<file path="config.mk">
export PLATFORM = sky130hd
export DESIGN_NAME = mem_arbiter_flat
export DESIGN_NICKNAME = d
export VERILOG_FILES = /design/src/rtl/mem_arbiter_if.sv /design/src/rtl/mem_arbiter.sv /design/src/flat_wrapper.sv
export SDC_FILE = /design/constraint.sdc
export NUM_CORES = 1
export LEC_CHECK = 0
export BUFFER_PORTS_ARGS = -buffer_cell sky130_fd_sc_hd__buf_2
export CAP_MARGIN = 10
export CORE_MARGIN = 1.5
export CORE_UTILIZATION = 49
export DETAILED_ROUTE_END_ITERATION = 12
export PLACE_DENSITY = 0.94
export SLEW_MARGIN = 20
export SYNTH_ARGS = -nofsm -noshare
export SYNTH_HDL_FRONTEND = slang
export SYNTH_SLANG_ARGS = --single-unit
</file>
<file path="constraint.sdc">
create_clock -name clk -period 5.4 [get_ports clk]
set_input_delay 0.81 -clock clk [delete_from_list [all_inputs] [get_ports clk]]
set_output_delay 0.81 -clock clk [all_outputs]
set_load 0.05 [all_outputs]
</file>
<file path="src/rtl/mem_arbiter_if.sv">
`default_nettype none
// +----------------------------------------------------------------------+
// | mem_arbiter_if                                                       |
// | Fetch/data request ports and shared single-port RAM port bundle.     |
// | Revision: 1.0                                                        |
// +----------------------------------------------------------------------+
interface mem_arbiter_if;
  logic        if_req;
  logic [31:0] if_addr;
  logic [31:0] if_rdata;
  logic        if_ack;
  logic        if_stall;

  logic        mem_ren;
  logic        mem_wen;
  logic [31:0] mem_addr;
  logic [31:0] mem_wdata;
  logic [31:0] mem_rdata;
  logic        mem_ack;
  logic        mem_stall;

  logic        ram_en;
  logic        ram_we;
  logic [31:0] ram_addr;
  logic [31:0] ram_wdata;
  logic [31:0] ram_rdata;
  logic        ram_ready;

  logic        bus_err;

  // Arbiter side
  modport slave (
    input  if_req, if_addr, mem_ren, mem_wen, mem_addr, mem_wdata,
           ram_rdata, ram_ready,
    output if_rdata, if_ack, if_stall, mem_rdata, mem_ack, mem_stall,
           ram_en, ram_we, ram_addr, ram_wdata, bus_err
  );

  // Pipeline / RAM environment side
  modport master (
    output if_req, if_addr, mem_ren, mem_wen, mem_addr, mem_wdata,
           ram_rdata, ram_ready,
    input  if_rdata, if_ack, if_stall, mem_rdata, mem_ack, mem_stall,
           ram_en, ram_we, ram_addr, ram_wdata, bus_err
  );
endinterface
`default_nettype wire

</file>
<file path="src/rtl/mem_arbiter.sv">
`default_nettype none
// +----------------------------------------------------------------------+
// | mem_arbiter                                                          |
// | Fetch/data arbiter for one shared RAM port, with fairness + timeout. |
// | Revision: 1.0                                                        |
// +----------------------------------------------------------------------+
module mem_arbiter #(
  parameter int TIMEOUT_CYC = 16
) (
  input  logic         clk,
  input  logic         rst,
  mem_arbiter_if.slave bus
);

  typedef enum logic [1:0] {
    IDLE   = 2'd0,
    BUSY_I = 2'd1,
    BUSY_D = 2'd2,
    DONE   = 2'd3
  } state_t;

  localparam int                 c_cnt_w     = $clog2(TIMEOUT_CYC + 1);
  localparam logic [c_cnt_w-1:0] c_last_busy = c_cnt_w'(TIMEOUT_CYC - 1);
  localparam logic [1:0]         c_streak_max = 2'd2;

  state_t               r_state;
  state_t               w_next;
  logic [31:0]          r_addr;
  logic [31:0]          r_wdata;
  logic                 r_we;
  logic                 r_is_d;
  logic                 r_err;
  logic [c_cnt_w-1:0]   r_busy_cnt;
  logic [1:0]           r_streak;
  logic [31:0]          r_if_rdata;
  logic [31:0]          r_mem_rdata;

  logic                 w_data_req;
  logic                 w_busy;
  logic                 w_grant_i;
  logic                 w_grant_d;
  logic                 w_finish;
  logic                 w_timeout;
  logic [31:0]          w_capture;

  assign w_data_req = bus.mem_ren | bus.mem_wen;
  assign w_busy     = (r_state == BUSY_I) || (r_state == BUSY_D);
  assign w_capture  = w_timeout ? 32'd0 : bus.ram_rdata;

  always_ff @(posedge clk) begin
    if (rst) begin
      r_state <= IDLE;
    end else begin
      r_state <= w_next;
    end
  end

  always_comb begin
    w_next    = r_state;
    w_grant_i = 1'b0;
    w_grant_d = 1'b0;
    w_finish  = 1'b0;
    w_timeout = 1'b0;
    case (r_state)
      IDLE: begin
        // A saturated data streak hands the next slot to a waiting fetch
        if (bus.if_req && (r_streak == c_streak_max)) begin
          w_grant_i = 1'b1;
          w_next    = BUSY_I;
        end else if (w_data_req) begin
          w_grant_d = 1'b1;
          w_next    = BUSY_D;
        end else if (bus.if_req) begin
          w_grant_i = 1'b1;
          w_next    = BUSY_I;
        end
      end
      BUSY_I, BUSY_D: begin
        if (bus.ram_ready) begin
          w_finish = 1'b1;
          w_next   = DONE;
        end else if (r_busy_cnt == c_last_busy) begin
          w_finish  = 1'b1;
          w_timeout = 1'b1;
          w_next    = DONE;
        end
      end
      DONE: begin
        w_next = IDLE;
      end
      default: begin
        w_next = IDLE;
      end
    endcase
  end

  always_ff @(posedge clk) begin
    if (rst) begin
      r_addr      <= '0;
      r_wdata     <= '0;
      r_we        <= 1'b0;
      r_is_d      <= 1'b0;
      r_err       <= 1'b0;
      r_busy_cnt  <= '0;
      r_streak    <= '0;
      r_if_rdata  <= '0;
      r_mem_rdata <= '0;
    end else begin
      if (w_grant_i || w_grant_d) begin
        r_busy_cnt <= '0;
        r_is_d     <= w_grant_d;
        r_addr     <= w_grant_d ? bus.mem_addr  : bus.if_addr;
        r_wdata    <= w_grant_d ? bus.mem_wdata : 32'd0;
        // Simultaneous ren/wen resolves to a write
        r_we       <= w_grant_d & bus.mem_wen;
        if (w_grant_i) begin
          r_streak <= '0;
        end else if (r_streak != c_streak_max) begin
          r_streak <= r_streak + 2'd1;
        end
      end else if (w_busy) begin
        r_busy_cnt <= r_busy_cnt + c_cnt_w'(1);
      end

      if (w_finish) begin
        r_err <= w_timeout;
        if (r_is_d) begin
          r_mem_rdata <= w_capture;
        end else begin
          r_if_rdata  <= w_capture;
        end
      end
    end
  end

  assign bus.ram_en    = w_busy;
  assign bus.ram_we    = (r_state == BUSY_D) && r_we;
  assign bus.ram_addr  = r_addr;
  assign bus.ram_wdata = r_wdata;

  assign bus.if_ack    = (r_state == DONE) && !r_is_d;
  assign bus.mem_ack   = (r_state == DONE) &&  r_is_d;
  assign bus.bus_err   = (r_state == DONE) &&  r_err;

  assign bus.if_rdata  = r_if_rdata;
  assign bus.mem_rdata = r_mem_rdata;

  assign bus.if_stall  = bus.if_req & ~bus.if_ack;
  assign bus.mem_stall = w_data_req & ~bus.mem_ack;

endmodule
`default_nettype wire

</file>
<file path="src/flat_wrapper.sv">
// flat-port wrapper written by rule: the top's interface ports become plain ports
module mem_arbiter_flat 
#(
  parameter int TIMEOUT_CYC = 16
)
  (clk, rst, bus_if_req, bus_if_addr, bus_mem_ren, bus_mem_wen, bus_mem_addr, bus_mem_wdata, bus_ram_rdata, bus_ram_ready, bus_if_rdata, bus_if_ack, bus_if_stall, bus_mem_rdata, bus_mem_ack, bus_mem_stall, bus_ram_en, bus_ram_we, bus_ram_addr, bus_ram_wdata, bus_bus_err);
  mem_arbiter_if bus_i ();
  input  logic clk;
  input  logic rst;
  input wire logic [$bits(bus_i.if_req)-1:0] bus_if_req;
  input wire logic [$bits(bus_i.if_addr)-1:0] bus_if_addr;
  input wire logic [$bits(bus_i.mem_ren)-1:0] bus_mem_ren;
  input wire logic [$bits(bus_i.mem_wen)-1:0] bus_mem_wen;
  input wire logic [$bits(bus_i.mem_addr)-1:0] bus_mem_addr;
  input wire logic [$bits(bus_i.mem_wdata)-1:0] bus_mem_wdata;
  input wire logic [$bits(bus_i.ram_rdata)-1:0] bus_ram_rdata;
  input wire logic [$bits(bus_i.ram_ready)-1:0] bus_ram_ready;
  output wire logic [$bits(bus_i.if_rdata)-1:0] bus_if_rdata;
  output wire logic [$bits(bus_i.if_ack)-1:0] bus_if_ack;
  output wire logic [$bits(bus_i.if_stall)-1:0] bus_if_stall;
  output wire logic [$bits(bus_i.mem_rdata)-1:0] bus_mem_rdata;
  output wire logic [$bits(bus_i.mem_ack)-1:0] bus_mem_ack;
  output wire logic [$bits(bus_i.mem_stall)-1:0] bus_mem_stall;
  output wire logic [$bits(bus_i.ram_en)-1:0] bus_ram_en;
  output wire logic [$bits(bus_i.ram_we)-1:0] bus_ram_we;
  output wire logic [$bits(bus_i.ram_addr)-1:0] bus_ram_addr;
  output wire logic [$bits(bus_i.ram_wdata)-1:0] bus_ram_wdata;
  output wire logic [$bits(bus_i.bus_err)-1:0] bus_bus_err;
  assign bus_i.if_req = bus_if_req;
  assign bus_i.if_addr = bus_if_addr;
  assign bus_i.mem_ren = bus_mem_ren;
  assign bus_i.mem_wen = bus_mem_wen;
  assign bus_i.mem_addr = bus_mem_addr;
  assign bus_i.mem_wdata = bus_mem_wdata;
  assign bus_i.ram_rdata = bus_ram_rdata;
  assign bus_i.ram_ready = bus_ram_ready;
  assign bus_if_rdata = bus_i.if_rdata;
  assign bus_if_ack = bus_i.if_ack;
  assign bus_if_stall = bus_i.if_stall;
  assign bus_mem_rdata = bus_i.mem_rdata;
  assign bus_mem_ack = bus_i.mem_ack;
  assign bus_mem_stall = bus_i.mem_stall;
  assign bus_ram_en = bus_i.ram_en;
  assign bus_ram_we = bus_i.ram_we;
  assign bus_ram_addr = bus_i.ram_addr;
  assign bus_ram_wdata = bus_i.ram_wdata;
  assign bus_bus_err = bus_i.bus_err;
  mem_arbiter #(.TIMEOUT_CYC(TIMEOUT_CYC)) u_core (.clk(clk), .rst(rst), .bus(bus_i));
endmodule
</file>
==> metrics.md <==
| Metric | Value |
|---|---|
| CTS tree | `done` |
| #FFs+latches synth | `140` |
| Placed instance area | `6810 µm²` |
| PortBufs | `268` |
| Main synth FF type | `dfxtp_1` |
| Layout cells sized above 1 | `36.8%` |
| CTS Buf Count | `17` |
| Final slew viol count | `0` |
| Gr usage total | `between 20% and 30%` |
| Status | `complete, no violations` |
| Avg WL per Cell | `16.9 µm` |
| Post-Route WL | `17,000 µm` |
| Die ar. | `around 12,000 µm²` |
| Setup skew after layout | `slightly above 8 ps` |
| Drt drc | `0` |
| Synth Area in Compound Gates | `24.7%` |
| Post-Synth Simple-Gate Area | `16.7%` |
| Post-synth top cells | `140 x dfxtp_1, 69 x a21oi_1, 67 x o21ai_0, 64 x nand3_1, 44 x clkbuf_1` |
| Post-Synthesis Cells | `a little over 600` |
| Post-synthesis mux area share | `less than 1%` |
| # resized after CTS | `0` |
| Final GP Congestion | `0.870` |
| Synth-to-layout area growth | `35.0%` |
| Vias in the first global route | `between 5,000 and 6,000` |
| Clk root buf | `clkbuf_8` |
| Endpoints failing hold | `0` |
| Leak pwr | `about 3.4 nW` |
| Setup TNS | `0 ps` |
| Synth Area in XOR/XNOR | `0.478%` |
| Critical path peak fanout | `47` |
| Clk_lat worst skew | `510 ps` |
| Rows | `38` |
| Vias | `5,814` |
| Number of synthesized flops with an enable pin | `0` |
| Clock H-tree levels | `4` |
| Synth warnings | `0` |
| Min Clock Period, post-route | `2870 ps` |
| Critical path arrival | `roughly 2000 ps` |
| Maxcap violations | `0` |
| Layout net count | `991` |
| Routed Antenna Nets | `0` |
| Max-slew headroom | `23.9%` |
| Fin util | `68.2%` |
| CP endpoint kind | `primary output` |
| Synth top area cells | `dfxtp_1 51%, a21oi_1 6.3%, o21ai_0 6.1%, nand3_1 5.8%, a311oi_1 5.4%` |
| Startpoint type of the worst setup path | `flip-flop` |
| Clock transition at path regs | `60 ps` |
| Post-CTS Hold Buffers | `0` |
| # IOs | `269` |
| Post-synth ARST share | `0%` |
| Req. time, crit path | `4590 ps` |
| Setup bufs post-CTS | `0` |
| HPWL after detailed placement | `11,200 µm` |
| Initial core utilization | `50.5%` |
| Yosys cell types | `38` |
| Core Box Area | `10,900 µm²` |
| Die Ht | `109 µm` |
| Syn Area/Cell | `8.84 µm²` |
| Mapped Area | `approximately 5500 µm²` |
| Antenna violations before repair | `0` |
| Tcrit/Tclk final | `53.2%` |
| Via-to-Cell Ratio | `5.79` |
| Maximum root-to-sink buffer count | `2` |
| Main combinational cell family by area after synthesis | `compound AO/OA/AOI/OAI gates` |
| Final instance area | `7430 µm²` |
| First-pass GRT wire length | `26,100 µm` |
| Fmax | `0.348 GHz` |
| Slew @ Worst Pin | `1140 ps` |
| RSZ-0062 raised after global routing | `false` |
| Sequential fraction of the synthesis area | `51.0%` |
| Hold/Removal Path Class | `flip-flop to flip-flop` |
| Die width | `109 µm` |
| Top-count cell post-synth | `dfxtp_1` |
| Worst VDD drop | `0.460 mV` |
| Adder-Cell Fraction of Synth Area | `1.36%` |
| Kind of critical path | `flip-flop to primary output` |
| Cell taking the most area after synthesis | `dfxtp_1` |
| Synthesized net count | `762` |
| Num Clock Sinks | `140` |
| GRT overflow | `0` |
| Pwr/cell area | `656 nW/µm²` |
| Setup violators final | `0` |
| DRT Pass-1 Iters | `5` |
| Initial DRC count | `685` |
| Largest net degree at the start of global routing | `104` |
| Share of the synthesized area in the top cell type | `51.0%` |
| # diodes | `0` |
[cells in the final DEF (no fill, tap or decap), drive strengths merged, types with 3 or more instances in the layout]
master and count:
clkinv 6, a22o 33, dfxtp 140, and2 3, nand3 64, bufinv 3
ha 6, nor2 40, nand2 35, a311oi 34, nand4 33, a21oi 69
o21ai 67, buf 276, inv 8, clkbuf 19
[cell families (layout without fill, tap and decap cells)]
kind of cell	Yosys count	after routing
mux	2	2
flops	140	140
fa+ha+maj	6	6
simple gates	186	186
xor+xnor	3	3
buf+inv	72	314
compound gates	213	213
[sequential cells by signal, indices dropped and copies added, names as in the netlist]
| name | count |
|---|---|
| u_core.bus.if_rdata | 32 |
| u_core.bus.mem_rdata | 32 |
| u_core.bus.ram_addr | 32 |
| u_core.bus.ram_wdata | 32 |
| u_core.r_busy_cnt | 5 |
| u_core.r_state | 2 |
| u_core.r_streak | 2 |
| u_core.r_err | 1 |
| u_core.r_is_d | 1 |
| u_core.r_we | 1 |
[layout make-up]
class                   count  area (µm²)
fillers                   859        3460
clock buffers              19         432
inverters                   6        22.5
repair buffers            276        1410
multi-input cells         410        2420
clock inverters            13         164
well taps                 140         175
flip-flops and latches    140        2800
[layer usage]
layer	GRT usage (%)	vias to the layer above	wire length, µm
li1	-	2748	-
met1	34.5	2708	6790
met2	46.3	311	8250
met3	5.98	47	1480
met4	12.0	0	476
met5	0	-	0
[report_power, final]
group          switching [mW]  internal (mW)  leakage, nW
clock                   0.450          0.718        0.289
sequential              0.179           1.32         1.15
combinational            1.69          0.511         1.92
total                    2.32           2.55         3.36
[metrics by stage]
| step | setup slack (ps) | instances | total power, mW | hold WS, ps |
|---|---|---|---|---|
| 5_1_grt | 2380 | 1004 | 5.09 | 467 |
| 3_5_place_dp | 2490 | 971 | 3.70 | 444 |
| 6_report | 2530 | 1004 | 4.87 | 451 |
| 2_1_floorplan | 2870 | 622 | 3.18 | 440 |
| 4_1_cts | 2250 | 1003 | 4.86 | 453 |
| 3_3_place_gp | 2570 | 971 | 3.64 | 439 |
[worst paths after layout]
path	start	end	slack [ps]	cells past startpoint
max	u_core.r_state[0]$_SDFFE_PP0P_	bus_ram_en	2530	4
min	u_core.bus.mem_rdata[11]$_SDFFE_PP0P_	u_core.bus.mem_rdata[11]$_SDFFE_PP0P_	450	2
min reg2reg	u_core.bus.mem_rdata[11]$_SDFFE_PP0P_	u_core.bus.mem_rdata[11]$_SDFFE_PP0P_	450	2
max reg2reg	u_core.r_state[0]$_SDFFE_PP0P_	u_core.bus.ram_wdata[15]$_SDFFE_PP0P_	2640	7
[critical path: stages, from the launching register on]
cell and delay, ps:
dfxtp_1 360, inv_1 80, ha_1 310, buf_4 440, buf_2 370
Power figures use the tool's default switching activity.
